$ cat src/rtl/adder_arbiter.sv
// Round-robin arbiter sequencing NUM_REQ requesters onto one shared combinational FP16 adder.
// Optional macro ADDER_ARB_EXC_EN adds a registered Inf/NaN flag (o_Exc) alongside o_Sum.
module adder_arbiter #(
    parameter int NUM_REQ = 4,
    parameter int ID_W    = 2
) (
    input  logic                   i_Clk,
    input  logic                   i_Rst_n,
    input  logic [NUM_REQ-1:0]     i_Req,
    input  logic [16*NUM_REQ-1:0]  i_OpA,
    input  logic [16*NUM_REQ-1:0]  i_OpB,
    output logic [NUM_REQ-1:0]     o_Gnt,
    output logic [15:0]            o_Addend1,
    output logic [15:0]            o_Addend2,
    input  logic [15:0]            i_Sum,
    output logic                   o_Valid,
    output logic [15:0]            o_Sum,
    output logic [ID_W-1:0]        o_Id,
`ifdef ADDER_ARB_EXC_EN
    output logic                   o_Exc,
`endif
    input  logic                   i_Ready
);

    typedef enum logic [1:0] {
        S_IDLE,
        S_ADD,
        S_OUT
    } state_t;

    state_t          state;
    logic [ID_W-1:0] ptr;
    logic [ID_W-1:0] id_q;
    logic [ID_W-1:0] win_idx;
    logic            win_found;
    logic            grant_en;
    logic [15:0]     opa_sel;
    logic [15:0]     opb_sel;
    int              cand;

    // Search starts one past the last winner and wraps, so every requester gets a turn.
    always_comb begin
        win_found = 1'b0;
        win_idx   = '0;
        cand      = 0;
        for (int i = 0; i < NUM_REQ; i++) begin
            cand = int'(ptr) + 1 + i;
            if (cand >= NUM_REQ) begin
                cand = cand - NUM_REQ;
            end
            if (!win_found && i_Req[cand[ID_W-1:0]]) begin
                win_found = 1'b1;
                win_idx   = cand[ID_W-1:0];
            end
        end
    end

    always_comb begin
        opa_sel = '0;
        opb_sel = '0;
        for (int k = 0; k < NUM_REQ; k++) begin
            if (int'(win_idx) == k) begin
                opa_sel = i_OpA[16*k +: 16];
                opb_sel = i_OpB[16*k +: 16];
            end
        end
    end

    // A grant is only possible when the adder stage is free; in S_OUT that means the result leaves now.
    assign grant_en = i_Rst_n && win_found &&
                      ((state == S_IDLE) || ((state == S_OUT) && i_Ready));

    always_comb begin
        o_Gnt = '0;
        if (grant_en) begin
            o_Gnt[win_idx] = 1'b1;
        end
    end

    always_ff @(posedge i_Clk or negedge i_Rst_n) begin
        if (!i_Rst_n) begin
            state     <= S_IDLE;
            ptr       <= ID_W'(NUM_REQ - 1);
            id_q      <= '0;
            o_Addend1 <= '0;
            o_Addend2 <= '0;
            o_Valid   <= 1'b0;
            o_Sum     <= '0;
            o_Id      <= '0;
`ifdef ADDER_ARB_EXC_EN
            o_Exc     <= 1'b0;
`endif
        end else if (grant_en) begin
            o_Addend1 <= opa_sel;
            o_Addend2 <= opb_sel;
            id_q      <= win_idx;
            ptr       <= win_idx;
            o_Valid   <= 1'b0;
            state     <= S_ADD;
        end else begin
            case (state)
                S_ADD: begin
                    o_Sum   <= i_Sum;
                    o_Id    <= id_q;
                    o_Valid <= 1'b1;
`ifdef ADDER_ARB_EXC_EN
                    o_Exc   <= (i_Sum[14:10] == 5'h1F);
`endif
                    state   <= S_OUT;
                end
                S_OUT: begin
                    if (i_Ready) begin
                        o_Valid <= 1'b0;
                        state   <= S_IDLE;
                    end
                end
                default: begin
                    state <= S_IDLE;
                end
            endcase
        end
    end

endmodule

$ cat config.mk
export PLATFORM = sky130hd
export DESIGN_NAME = adder_arbiter
export DESIGN_NICKNAME = d
export VERILOG_FILES = /design/src/rtl/adder_arbiter.sv
export SDC_FILE = /design/constraint.sdc
export NUM_CORES = 1
export LEC_CHECK = 0
export BUFFER_PORTS_ARGS = -buffer_cell sky130_fd_sc_hd__buf_4
export CAP_MARGIN = 0
export CORE_UTILIZATION = 25
export CTS_CLUSTER_SIZE = 14
export DETAILED_ROUTE_END_ITERATION = 12
export MAX_ROUTING_LAYER = met4
export PLACE_DENSITY = 0.49
export SLEW_MARGIN = 20
export SYNTH_ARGS = -nofsm -noshare
export SYNTH_HDL_FRONTEND = slang
export SYNTH_SLANG_ARGS = --single-unit
$ cat constraint.sdc
create_clock -name i_Clk -period 2.8 [get_ports i_Clk]
set_input_delay 0.28 -clock i_Clk [delete_from_list [all_inputs] [get_ports i_Clk]]
set_output_delay 0.28 -clock i_Clk [all_outputs]
set_load 0.05 [all_outputs]
## Word-level counts from Yosys, hierarchy flattened

Index checks and enable logic that the tools add are counted.

| word-level totals | value |
|---|---|
| register bits after elaboration | 57 |
| bits in latches | 0 |
| bits in writable memories | 0 |
| bits in read-only memories | 0 |
| input bits | 151 |
| output and inout port bits | 55 |
| word-level logic and storage cells | 86 |
| memories kept | 0 |

| operators by class | value |
|---|---|
| add/subtract/negate cells | 8 |
| $mul | 0 |
| divide/modulo/power cells | 0 |
| order comparisons | 10 |
| equality and inequality tests | 6 |
| shifts and indexed selects | 0 |
| mux-type cells | 37 |
| bitwise logic cells | 1 |
| reductions and logical operators | 16 |

Operators by type and width:

| kind | count |
|---|---|
| 16-bit 2-to-1 mux | 8 |
| 2-bit 2-to-1 mux | 10 |
| 2-bit by 3-bit less-than comparator with 1-bit output (second input constant) | 5 |
| 4-bit by 3-bit greater-or-equal comparator with 1-bit output (second input constant) | 3 |
| 1-bit 2-to-1 mux | 11 |
| 3-bit by 2-bit adder with 4-bit output (second input constant) | 2 |
| 1-bit binary-select mux with 2-bit select | 4 |
| 2-bit by 1-bit subtractor with 2-bit output (second input constant) | 4 |
| 1-bit logical AND | 7 |
| 2-bit equality test (second input constant) | 3 |
| 3-bit by 1-bit adder with 4-bit output (second input constant) | 1 |
| 2-bit by 1-bit equality test with 1-bit output (second input constant) | 2 |
| 2-bit zero test | 2 |
| 4-bit 2-to-1 mux | 1 |
| 2-bit case mux with 2 select lines | 1 |
| 2-bit AND reduction | 2 |
| 2-bit by 1-bit adder with 3-bit output (second input constant) | 1 |
| 3-bit greater-or-equal comparator (second input constant) | 1 |
| 1-bit zero test | 3 |
| 3-bit != test (second input constant) | 1 |
| 3-bit nonzero test | 1 |
| 1-bit demux with 2-bit select | 1 |
| 2-bit by 1-bit greater-or-equal comparator with 1-bit output (second input constant) | 1 |
| 1-bit case mux with 2 select lines | 1 |
| 2 further kinds | 2 |

## Logic depth before layout (Yosys ltp)

Gate-level depths: netlist of the first run.

| logic depth | value |
|---|---|
| word-level depth | 20 |
| depth in mapped cells | 7 |
| gate-level depth less buffers | 6 |

## Least setup slack after synthesis of the first run

No wires, ideal clock.

| timing path | value |
|---|---|
| path type | register to output |
| start point | register ptr[0] |
| end point | output o_Gnt[0] |
| data arrival time | 2.520 ns |
| required time | 2.520 ns |
| setup slack | 0.000 ns |
| cell stages (with the launch flop) | 7 |
| path buffers | 2 |
| path through | dfstp_2 nand2b_1 o21ai_1 a211o_1 buf_4 clkbuf_1 nor3_1 |

| between the ends | value |
|---|---|
| cells in the longest elaborated chain, start to end | 20 |
| elaborated cells on any way between the ends | 46 |
| those cells by class | add/sub: 8; order compare: 6; mux: 23; reduce/logical: 9 |

Ends and longest elaborated chain:

| what | line | source |
|---|---|---|
| from (decl) | 32 | `logic [ID_W-1:0] ptr;` |
| from (signal assigned) | 83 | `ptr <= ID_W'(NUM_REQ - 1);` |
| from (signal assigned) | 97 | `ptr <= win_idx;` |
| 2-bit by 1-bit adder with 3-bit output * | 47 | `cand = int'(ptr) + 1 + i;` |
| parallel branches: the longest is 18 deep, another holds 3-bit by 1-bit adder with 4-bit output | n/a |  |
| 4-bit 2-to-1 mux * | 75 | `if (grant_en) begin` |
| to (decl) | 12 | `output logic [NUM_REQ-1:0] o_Gnt,` |

Every way passes the cells marked *. The select of a mux whose other input is x is not followed.

## Worst setup path after layout of the first run

Same ends and word-level chain as after synthesis.

==> results of run 1 <==
-- routing by layer --
layer,vias to the layer above,routed length (um),global-route usage (%)
li1,1440,-,-
met1,1315,3913,15.86
met2,134,4301,23.20
met3,10,804,3.892
met4,0,100,4.557
met5,-,0,-
-- cells in the mapped netlist --
cell type,n
mux2i_1,64
dfrtp_1,55
mux2_2,40
nand2_1,40
o21ai_1,33
clkbuf_1,10
mux2_4,10
buf_4,4
nand2b_1,4
nor2_1,4
a21oi_1,2
buf_6,2
dfstp_2,2
inv_1,2
mux2_1,2
nor3_1,2
nor3b_1,2
a211o_1,1
a211oi_4,1
a31oi_1,1
and3_1,1
buf_1,1
buf_12,1
buf_2,1
clkbuf_4,1
nand4b_1,1
nor2b_1,1
o21a_1,1
o21bai_1,1
-- kinds of logic (layout without fill, tap and decap cells) --
| group | after synthesis | count (layout) | synth area share (%) |
|---|---|---|---|
| buf+inv | 22 | 231 | 4.072 |
| flops | 57 | 57 | 43.46 |
| mux | 116 | 116 | 38.43 |
| simple gates | 55 | 55 | 7.192 |
| compound gates | 40 | 40 | 6.850 |
-- final cells by class --
cell class,instances,area (um^2)
Clock buffer,9,225.2
Sequential cell,57,1429
Inverter,2,7.507
Clock inverter,7,101.3
Tap cell,172,215.2
Multi-Input combinational cell,211,1734
Timing Repair Buffer,213,1612
Fill cell,1267,7398
-- state kept, by name, summed over array words and instances (netlist names) --
register	count
o_Addend1	16
o_Addend2	16
o_Sum	16
id_q	2
o_Id	2
ptr	2
state	2
o_Valid	1
-- through the flow --
stage / cells / worst slack (ps) / cell area (um^2)
finish: 671 / 312.2 / 5324
global route: 671 / 158.3 / 5324
CTS: 671 / 259.5 / 5324
detailed placement: 655 / 543.1 / 4997
global placement: 655 / 585.8 / 4997
floorplan: 290 / 115.7 / 3293
-- power groups by stage --
stage / Combinational (mW) / Sequential, mW / Clock [mW]
final: 3.47 / 1.41 / 1.19
after global routing: 3.69 / 1.47 / 1.26
after CTS: 3.53 / 1.42 / 1.23
after detailed placement: 3.53 / 1.43 / 0
after global placement: 3.51 / 1.41 / 0
after floorplan: 1.32 / 2.62 / 0
-- how the worst max path moves through the flow --
stage | slack, ps | to | cells past startpoint | from
finish | 310 | o_Gnt[0] | 5 | ptr[0]$_DFFE_PN1P_
floorplan | 120 | o_Gnt[1] | 6 | ptr[0]$_DFFE_PN1P_
detailed placement | 540 | o_Addend1[9]$_DFFE_PN0P_ | 6 | ptr[0]$_DFFE_PN1P_
global route | 160 | o_Gnt[0] | 5 | ptr[0]$_DFFE_PN1P_
CTS | 260 | o_Gnt[0] | 5 | ptr[0]$_DFFE_PN1P_
global placement | 590 | o_Addend1[4]$_DFFE_PN0P_ | 6 | ptr[0]$_DFFE_PN1P_
==> report_table.html, run 1 <==
<table>
<tr><th>Metric</th><th>Value</th></tr>
<tr><th colspan="2">Floorplanning</th></tr>
<tr><td>Placeable core region</td><td>0.01272 mm^2</td></tr>
<tr><td>IO Count</td><td>206</td></tr>
<tr><td>Initial Utilization</td><td>25.85%</td></tr>
<tr><td># rows</td><td>41</td></tr>
<tr><td>Die outline area</td><td>0.01362 mm^2</td></tr>
<tr><td>Vert. Die Dim</td><td>116.7 um</td></tr>
<tr><td>Die boundary width</td><td>116.7 um</td></tr>
<tr><th colspan="2">Global route</th></tr>
<tr><td>Total grt overflow</td><td>0</td></tr>
<tr><td>Overall Global Routing Usage</td><td>13.82%</td></tr>
<tr><td>Initial antenna violation count</td><td>0</td></tr>
<tr><td>Maximum number of pins on one net before global-route repair</td><td>58</td></tr>
<tr><td>Number of global-route vias before repair</td><td>2863</td></tr>
<tr><td>First-pass GRT wire length</td><td>13720 um</td></tr>
<tr><th colspan="2">Setup path</th></tr>
<tr><td>Setup crit start kind</td><td>register</td></tr>
<tr><td>Critical path's largest stage delay</td><td>630 ps</td></tr>
<tr><td>Classification of the worst setup path</td><td>reg2out</td></tr>
<tr><td>Worst r2r src</td><td>ptr[0]$_DFFE_PN1P_</td></tr>
<tr><td>Critical Path, Cell by Cell</td><td>nand2b_1 -&gt; o21ai_1 -&gt; a211o_2 -&gt; nor3_2 -&gt; buf_4</td></tr>
<tr><td>Critical register-to-register path endpoint</td><td>o_Addend1[9]$_DFFE_PN0P_</td></tr>
<tr><td>CP Buf/Inv Count</td><td>1</td></tr>
<tr><td>Worst reg2reg path depth</td><td>6</td></tr>
<tr><td>Highest fanout seen on the critical path</td><td>29</td></tr>
<tr><td>Arrival time worst endpoint</td><td>2210 ps</td></tr>
<tr><td>Top cell family by delay on the critical path</td><td>compound AO/OA/AOI/OAI gates</td></tr>
<tr><td>Worst path slowest cell</td><td>a211o_2</td></tr>
<tr><td>Critical Path Sink Type</td><td>output pin</td></tr>
<tr><td>Flop-to-flop setup slack</td><td>580 ps</td></tr>
<tr><td>Worst EP required</td><td>2520 ps</td></tr>
<tr><th colspan="2">STA</th></tr>
<tr><td>Final period utilization</td><td>88.85%</td></tr>
<tr><td>Least-Margin Pin Slew</td><td>733.1 ps</td></tr>
<tr><td>Final setup violation count</td><td>0</td></tr>
<tr><td>Hold WS</td><td>123.6 ps</td></tr>
<tr><td>Unrepaired setup endpoints after global routing</td><td>false</td></tr>
<tr><td>Max Freq</td><td>402.0 MHz</td></tr>
<tr><td>Tmin final</td><td>2488 ps</td></tr>
<tr><td>Summed negative setup slack over all endpoints</td><td>0 ps</td></tr>
<tr><td>Max Clock Skew</td><td>8.628 ps</td></tr>
<tr><td>Final-report max-slew violation count</td><td>0</td></tr>
<tr><td>Hold Vio Cnt, Final</td><td>0</td></tr>
<tr><td>Remaining max-slew budget at the tightest pin</td><td>51.13%</td></tr>
<tr><th colspan="2">Power</th></tr>
<tr><td>Net load switching power</td><td>2.726 mW</td></tr>
<tr><td>Power per cell area</td><td>1139 mW/mm^2</td></tr>
<tr><td>Proportion of power drawn by flip-flops and latches</td><td>23.3%</td></tr>
<tr><td>Max VDD drop</td><td>0.3689 mV</td></tr>
<tr><td>Total power draw</td><td>6.066 mW</td></tr>
<tr><td>Leakage</td><td>2.703 nW</td></tr>
<tr><td>Switch share</td><td>44.93%</td></tr>
<tr><td>Part of the power in the clock network</td><td>19.6%</td></tr>
<tr><td>Power Internal</td><td>3.340 mW</td></tr>
<tr><td>Combinational share of power</td><td>57.1%</td></tr>
<tr><th colspan="2">Clocking</th></tr>
<tr><td>Number of H-tree levels</td><td>3</td></tr>
<tr><td>Post-cts resize count</td><td>0</td></tr>
<tr><td>Clock latency on the worst-skew pair</td><td>320 ps</td></tr>
<tr><td>Number of buffers created by CTS</td><td>9</td></tr>
<tr><td>Number of buffers on the longest clock path</td><td>2</td></tr>
<tr><td>Clock net sink count</td><td>57</td></tr>
<tr><td>Post-CTS clock slew at the launch and capture registers of the worst setup and hold paths</td><td>60 ps</td></tr>
<tr><td>CTS Root Buffer Type</td><td>clkbuf_16</td></tr>
<tr><td>Hold bufs inserted after CTS</td><td>0</td></tr>
<tr><td>Number of buffers added for setup after CTS</td><td>0</td></tr>
<tr><td>Clock tree from TritonCTS</td><td>yes</td></tr>
<tr><th colspan="2">Logic synthesis</th></tr>
<tr><td>Flops &amp; latches, synth</td><td>57</td></tr>
<tr><td>Ys Warns</td><td>0</td></tr>
<tr><td>Mean post-synth cell area</td><td>11.34 um^2</td></tr>
<tr><td>Synth unique cells</td><td>29</td></tr>
<tr><td>Synth top area cells</td><td>dfrtp_1 (42%), mux2i_1 (19%), mux2_2 (14%), o21ai_1 (5.0%), mux2_4 (4.6%)</td></tr>
<tr><td>Post-Synthesis Cells</td><td>290</td></tr>
<tr><td>Total nets after synthesis</td><td>441</td></tr>
<tr><td>Area share of the leading cell type in the synthesized netlist</td><td>41.86%</td></tr>
<tr><td>Cell Area, Synth</td><td>0.003288 mm^2</td></tr>
<tr><td>Cell type with the highest aggregate area in the netlist</td><td>dfrtp_1</td></tr>
<tr><td>Part of the Yosys area used for sequential elements</td><td>43.46%</td></tr>
<tr><th colspan="2">Finish</th></tr>
<tr><td>Commonest cells after routing, fill and taps aside</td><td>buf_4 (212), mux2i_1 (64), dfrtp_1 (55)</td></tr>
<tr><td>Final cell utilization of the core</td><td>41.85%</td></tr>
<tr><td>Final layout net count</td><td>645</td></tr>
<tr><td>Most common cell after layout, fill and taps aside</td><td>buf_4</td></tr>
<tr><td>Fraction of layout instances using a drive strength above 1</td><td>57.11%</td></tr>
<tr><td>Total inserted antenna cells</td><td>0</td></tr>
<tr><td>Area Growth Syn to Fin</td><td>61.91%</td></tr>
<tr><th colspan="2">Placement</th></tr>
<tr><td>Placer Congestion</td><td>0.7020</td></tr>
<tr><td>HPWL after detailed placement</td><td>7011 um</td></tr>
<tr><td>Count of port buffers added during placement</td><td>205</td></tr>
<tr><th colspan="2">Drt</th></tr>
<tr><td>Average wire length per cell after detail routing</td><td>13.59 um</td></tr>
<tr><td>Drt initial violations</td><td>70</td></tr>
<tr><td>Total routed wirelength</td><td>9120 um</td></tr>
<tr><td>Via count</td><td>2899</td></tr>
<tr><td>Final ANT Viol Nets</td><td>0</td></tr>
<tr><td>Initial DRT Pass Iterations</td><td>4</td></tr>
<tr><td>Vias per inst</td><td>4.320</td></tr>
<tr><td>Residual DRC</td><td>0</td></tr>
<tr><th colspan="2">Min path</th></tr>
<tr><td>Hold Path Class</td><td>in2async</td></tr>
<tr><th colspan="2">Run</th></tr>
<tr><td>Max-cap violations</td><td>0</td></tr>
<tr><th colspan="2">Run status</th></tr>
<tr><td>Status</td><td>finished, final reports clean</td></tr>
</table>
(Power assumes the default switching activity.)
==> run 2, diff against run 1 <==
==> config.mk (replaced) <==
export PLATFORM = sky130hd
export DESIGN_NAME = adder_arbiter
export DESIGN_NICKNAME = d
export VERILOG_FILES = /design/src/rtl/adder_arbiter.sv
export SDC_FILE = /design/constraint.sdc
export NUM_CORES = 1
export LEC_CHECK = 0
export CAP_MARGIN = 0
export CORE_UTILIZATION = 25
export CTS_CLUSTER_SIZE = 14
export DETAILED_ROUTE_END_ITERATION = 12
export DONT_BUFFER_PORTS = 1
export MAX_ROUTING_LAYER = met4
export PLACE_DENSITY = 0.35
export SLEW_MARGIN = 20
export SYNTH_ARGS = -nofsm -noshare
export SYNTH_HDL_FRONTEND = slang
export SYNTH_SLANG_ARGS = --single-unit
export TNS_END_PERCENT = 30
==> run 2 against run 1 <==
Against the previous run: combinational power down 58%; design area down 27%; first-iteration DRC count decreased by 7.1%; flip-flop and latch count did not move; core utilization decreased by 11 points; sequential share of layout area is 10 points higher; via count is 27% lower; sequential power increased by 91%; routed wire length fell by 16%; highest routed layer unchanged.
==> report_table.html, run 2 (synthesis gave the netlist of run 1 again) <==
<table>
<tr><th>Metric</th><th>Value</th></tr>
<tr><th colspan="2">STA</th></tr>
<tr><td>Hold WS</td><td>103.6 ps (was 123.6 ps)</td></tr>
<tr><td>Least-Margin Pin Slew</td><td>694.9 ps (was 733.1 ps)</td></tr>
<tr><td>Final period utilization</td><td>89.32% (was 88.85%)</td></tr>
<tr><td>Minimum setup slack in the final design</td><td>299.0 ps (was 312.2 ps)</td></tr>
<tr><td>Tmin final</td><td>2501 ps (was 2488 ps)</td></tr>
<tr><td>Hold Vio Cnt, Final</td><td>0 (unchanged)</td></tr>
<tr><td>Remaining max-slew budget at the tightest pin</td><td>53.67% (was 51.13%)</td></tr>
<tr><td>Max Clock Skew</td><td>6.264 ps (was 8.628 ps)</td></tr>
<tr><td>Final setup violation count</td><td>0 (unchanged)</td></tr>
<tr><td>Final-report max-slew violation count</td><td>0 (unchanged)</td></tr>
<tr><td>Unrepaired setup endpoints after global routing</td><td>false (unchanged)</td></tr>
<tr><td>Summed negative setup slack over all endpoints</td><td>0 ps (unchanged)</td></tr>
<tr><td>Max Freq</td><td>399.8 MHz (was 402.0 MHz)</td></tr>
<tr><th colspan="2">Finish</th></tr>
<tr><td>Commonest cells after routing, fill and taps aside</td><td>mux2i_1 (64), dfrtp_1 (55), nand2_1 (40), mux2_2 (40), o21ai_1 (33) (was buf_4 (212), mux2i_1 (64), dfrtp_1 (55))</td></tr>
<tr><td>Final layout net count</td><td>445 (was 645)</td></tr>
<tr><td>Fraction of layout instances using a drive strength above 1</td><td>28.09% (was 57.11%)</td></tr>
<tr><td>Total inserted antenna cells</td><td>0 (unchanged)</td></tr>
<tr><td>Final cell utilization of the core</td><td>30.52% (was 41.85%)</td></tr>
<tr><td>Most common cell after layout, fill and taps aside</td><td>mux2i_1 (was buf_4)</td></tr>
<tr><td>Largest registers</td><td>o_Addend1: 16 flops, o_Addend2: 16 flops, o_Sum: 16 flops (unchanged)</td></tr>
<tr><td>Area Growth Syn to Fin</td><td>18.07% (was 61.91%)</td></tr>
<tr><th colspan="2">Floorplanning</th></tr>
<tr><td>IO Count</td><td>206 (unchanged)</td></tr>
<tr><td>Placeable core region</td><td>0.01272 mm^2 (unchanged)</td></tr>
<tr><td># rows</td><td>41 (unchanged)</td></tr>
<tr><td>Vert. Die Dim</td><td>116.7 um (unchanged)</td></tr>
<tr><td>Die boundary width</td><td>116.7 um (unchanged)</td></tr>
<tr><td>Initial Utilization</td><td>25.85% (unchanged)</td></tr>
<tr><td>Die outline area</td><td>0.01362 mm^2 (unchanged)</td></tr>
<tr><th colspan="2">Setup path</th></tr>
<tr><td>Worst r2r src</td><td>ptr[0]$_DFFE_PN1P_ (unchanged)</td></tr>
<tr><td>Beginning of the critical path</td><td>ptr[0]$_DFFE_PN1P_ (unchanged)</td></tr>
<tr><td>Critical Path, Cell by Cell</td><td>nand2b_1 -&gt; o21ai_1 -&gt; a211o_2 -&gt; nor3_2 -&gt; buf_4 (unchanged)</td></tr>
<tr><td>CP Buf/Inv Count</td><td>1 (unchanged)</td></tr>
<tr><td>Worst path slowest cell</td><td>a211o_2 (unchanged)</td></tr>
<tr><td>Arrival time worst endpoint</td><td>2220 ps (was 2210 ps)</td></tr>
<tr><td>Setup crit start kind</td><td>register (unchanged)</td></tr>
<tr><td>Worst EP required</td><td>2520 ps (about the same)</td></tr>
<tr><td>Classification of the worst setup path</td><td>reg2out (unchanged)</td></tr>
<tr><td>Worst reg2reg path depth</td><td>6 (unchanged)</td></tr>
<tr><td>Top cell family by delay on the critical path</td><td>compound AO/OA/AOI/OAI gates (unchanged)</td></tr>
<tr><td>Critical Path Sink Type</td><td>output pin (unchanged)</td></tr>
<tr><td>Critical path's largest stage delay</td><td>620 ps (was 630 ps)</td></tr>
<tr><td>Highest fanout seen on the critical path</td><td>30 (was 29)</td></tr>
<tr><td>Critical Path Sink</td><td>o_Gnt[0] (unchanged)</td></tr>
<tr><td>Critical register-to-register path endpoint</td><td>o_Addend1[3]$_DFFE_PN0P_ (was o_Addend1[9]$_DFFE_PN0P_)</td></tr>
<tr><td>CP Depth</td><td>5 (unchanged)</td></tr>
<tr><td>Flop-to-flop setup slack</td><td>580 ps (about the same)</td></tr>
<tr><th colspan="2">Clocking</th></tr>
<tr><td>Number of H-tree levels</td><td>3 (unchanged)</td></tr>
<tr><td>Number of buffers on the longest clock path</td><td>2 (unchanged)</td></tr>
<tr><td>Clock net sink count</td><td>57 (unchanged)</td></tr>
<tr><td>Post-cts resize count</td><td>0 (unchanged)</td></tr>
<tr><td>Post-CTS clock slew at the launch and capture registers of the worst setup and hold paths</td><td>50 ps (was 60 ps)</td></tr>
<tr><td>Clock tree from TritonCTS</td><td>yes (unchanged)</td></tr>
<tr><td>CTS Root Buffer Type</td><td>clkbuf_16 (unchanged)</td></tr>
<tr><td>Clock latency on the worst-skew pair</td><td>320 ps (about the same)</td></tr>
<tr><td>Number of buffers created by CTS</td><td>9 (unchanged)</td></tr>
<tr><th colspan="2">Placement</th></tr>
<tr><td>Placer Congestion</td><td>0.6613 (was 0.7020)</td></tr>
<tr><td>HPWL after detailed placement</td><td>5621 um (was 7011 um)</td></tr>
<tr><td>Post-place setup slack</td><td>549.7 ps (was 543.1 ps)</td></tr>
<tr><td>Count of port buffers added during placement</td><td>0 (was 205)</td></tr>
<tr><th colspan="2">Global route</th></tr>
<tr><td>Maximum number of pins on one net before global-route repair</td><td>58 (unchanged)</td></tr>
<tr><td>Global route hottest layer</td><td>met2 (unchanged)</td></tr>
<tr><td>GR Util met2</td><td>18.30% (was 23.20%)</td></tr>
<tr><td>Total grt overflow</td><td>0 (unchanged)</td></tr>
<tr><td>Number of global-route vias before repair</td><td>2121 (was 2863)</td></tr>
<tr><td>Routing usage on met3</td><td>3.217% (was 3.892%)</td></tr>
<tr><td>Initial antenna violation count</td><td>0 (unchanged)</td></tr>
<tr><td>Met1 track demand over resource in global routing</td><td>13.04% (was 15.86%)</td></tr>
<tr><td>Overall Global Routing Usage</td><td>11.63% (was 13.82%)</td></tr>
<tr><td>First-pass GRT wire length</td><td>11030 um (was 13720 um)</td></tr>
<tr><th colspan="2">Drt</th></tr>
<tr><td>Initial DRT Pass Iterations</td><td>4 (unchanged)</td></tr>
<tr><td>Drt initial violations</td><td>65 (was 70)</td></tr>
<tr><td>Vias per inst</td><td>4.518 (was 4.320)</td></tr>
<tr><td>Via count</td><td>2128 (was 2899)</td></tr>
<tr><td>Total routed wirelength</td><td>7626 um (was 9120 um)</td></tr>
<tr><td>Residual DRC</td><td>0 (unchanged)</td></tr>
<tr><td>Average wire length per cell after detail routing</td><td>16.19 um (was 13.59 um)</td></tr>
<tr><td>Final ANT Viol Nets</td><td>0 (unchanged)</td></tr>
<tr><th colspan="2">Power</th></tr>
<tr><td>Power per cell area</td><td>1414 mW/mm^2 (was 1139 mW/mm^2)</td></tr>
<tr><td>Leakage</td><td>1.769 nW (was 2.703 nW)</td></tr>
<tr><td>Max VDD drop</td><td>0.4361 mV (was 0.3689 mV)</td></tr>
<tr><td>Total power draw</td><td>5.490 mW (was 6.066 mW)</td></tr>
<tr><th colspan="2">Min path</th></tr>
<tr><td>Hold Path Class</td><td>in2reg (was in2async)</td></tr>
<tr><th colspan="2">Run status</th></tr>
<tr><td>Status</td><td>finished, final reports clean (unchanged)</td></tr>
<tr><th colspan="2">Run</th></tr>
<tr><td>Max-cap violations</td><td>0 (unchanged)</td></tr>
</table>
## run 2: cell types whose count changed in the layout (fill, tap and decap cells not counted), moves of 2 or more
cell / previous run / this run
buf_4: 212 / 10
inv_6: 2 / 0
bufinv_16: 2 / 4
clkinv_2: 0 / 2
clkinvlp_4: 2 / 0
## run 2: cell type report
cell class | instances | area [um^2]
clock buffer | 10 | 229.0
clock inverter | 6 | 130.1
fill | 1362 | 8840
inverter | 2 | 7.507
multi-input combinational | 211 | 1739
sequential | 57 | 1429
tap | 172 | 215.2
timing repair buffer | 13 | 132.6
## run 2: worst min-delay path by stage
stage          startpoint                   endpoint  slack (ps)  cells past startpoint
6_report        i_Sum[15]      o_Sum[15]$_DFFE_PN0P_         100                      1
5_1_grt          i_Sum[2]       o_Sum[2]$_DFFE_PN0P_          90                      1
4_1_cts          i_Sum[6]       o_Sum[6]$_DFFE_PN0P_          90                      1
3_5_place_dp      i_Rst_n  o_Addend1[11]$_DFFE_PN0P_         -10                      0
3_3_place_gp      i_Rst_n  o_Addend1[11]$_DFFE_PN0P_         -10                      0
2_1_floorplan     i_Rst_n        id_q[0]$_DFFE_PN0P_         -20                      0
## run 2: per-stage QoR
stage,cell area (um^2),cells
floorplan,3293,290
global placement,3486,453
detailed placement,3486,453
CTS,3882,471
global route,3882,471
finish,3882,471
## run 2: timing repair
item | CTS | global route
endpoints found under the hold margin | 57 | 0
setup buffers | 0 | 0
hold buffers | 2 | 0
## run 2: per-layer routing
layer | share of wire (%) | up-vias
li1 | - | 1034
met1 | 39 | 965
met2 | 49 | 118
met3 | 9.5 | 11
met4 | 2.1 | 0
met5 | 0 | -
## run 2: power breakdown
part | switching (mW) | total [mW] | internal, mW
clock network | 0.371 | 1.33 | 0.955
registers | 1.51 | 2.70 | 1.18
logic | 0.674 | 1.46 | 0.791
total | 2.56 | 5.49 | 2.93
## run 2: worst register-to-register path: stages, from the launching register on
cell and delay, ps:
dfstp_2 540, nand2b_1 170, o21ai_1 80, a211o_2 620, buf_4 330, mux2_4 300
o21ai_1 110
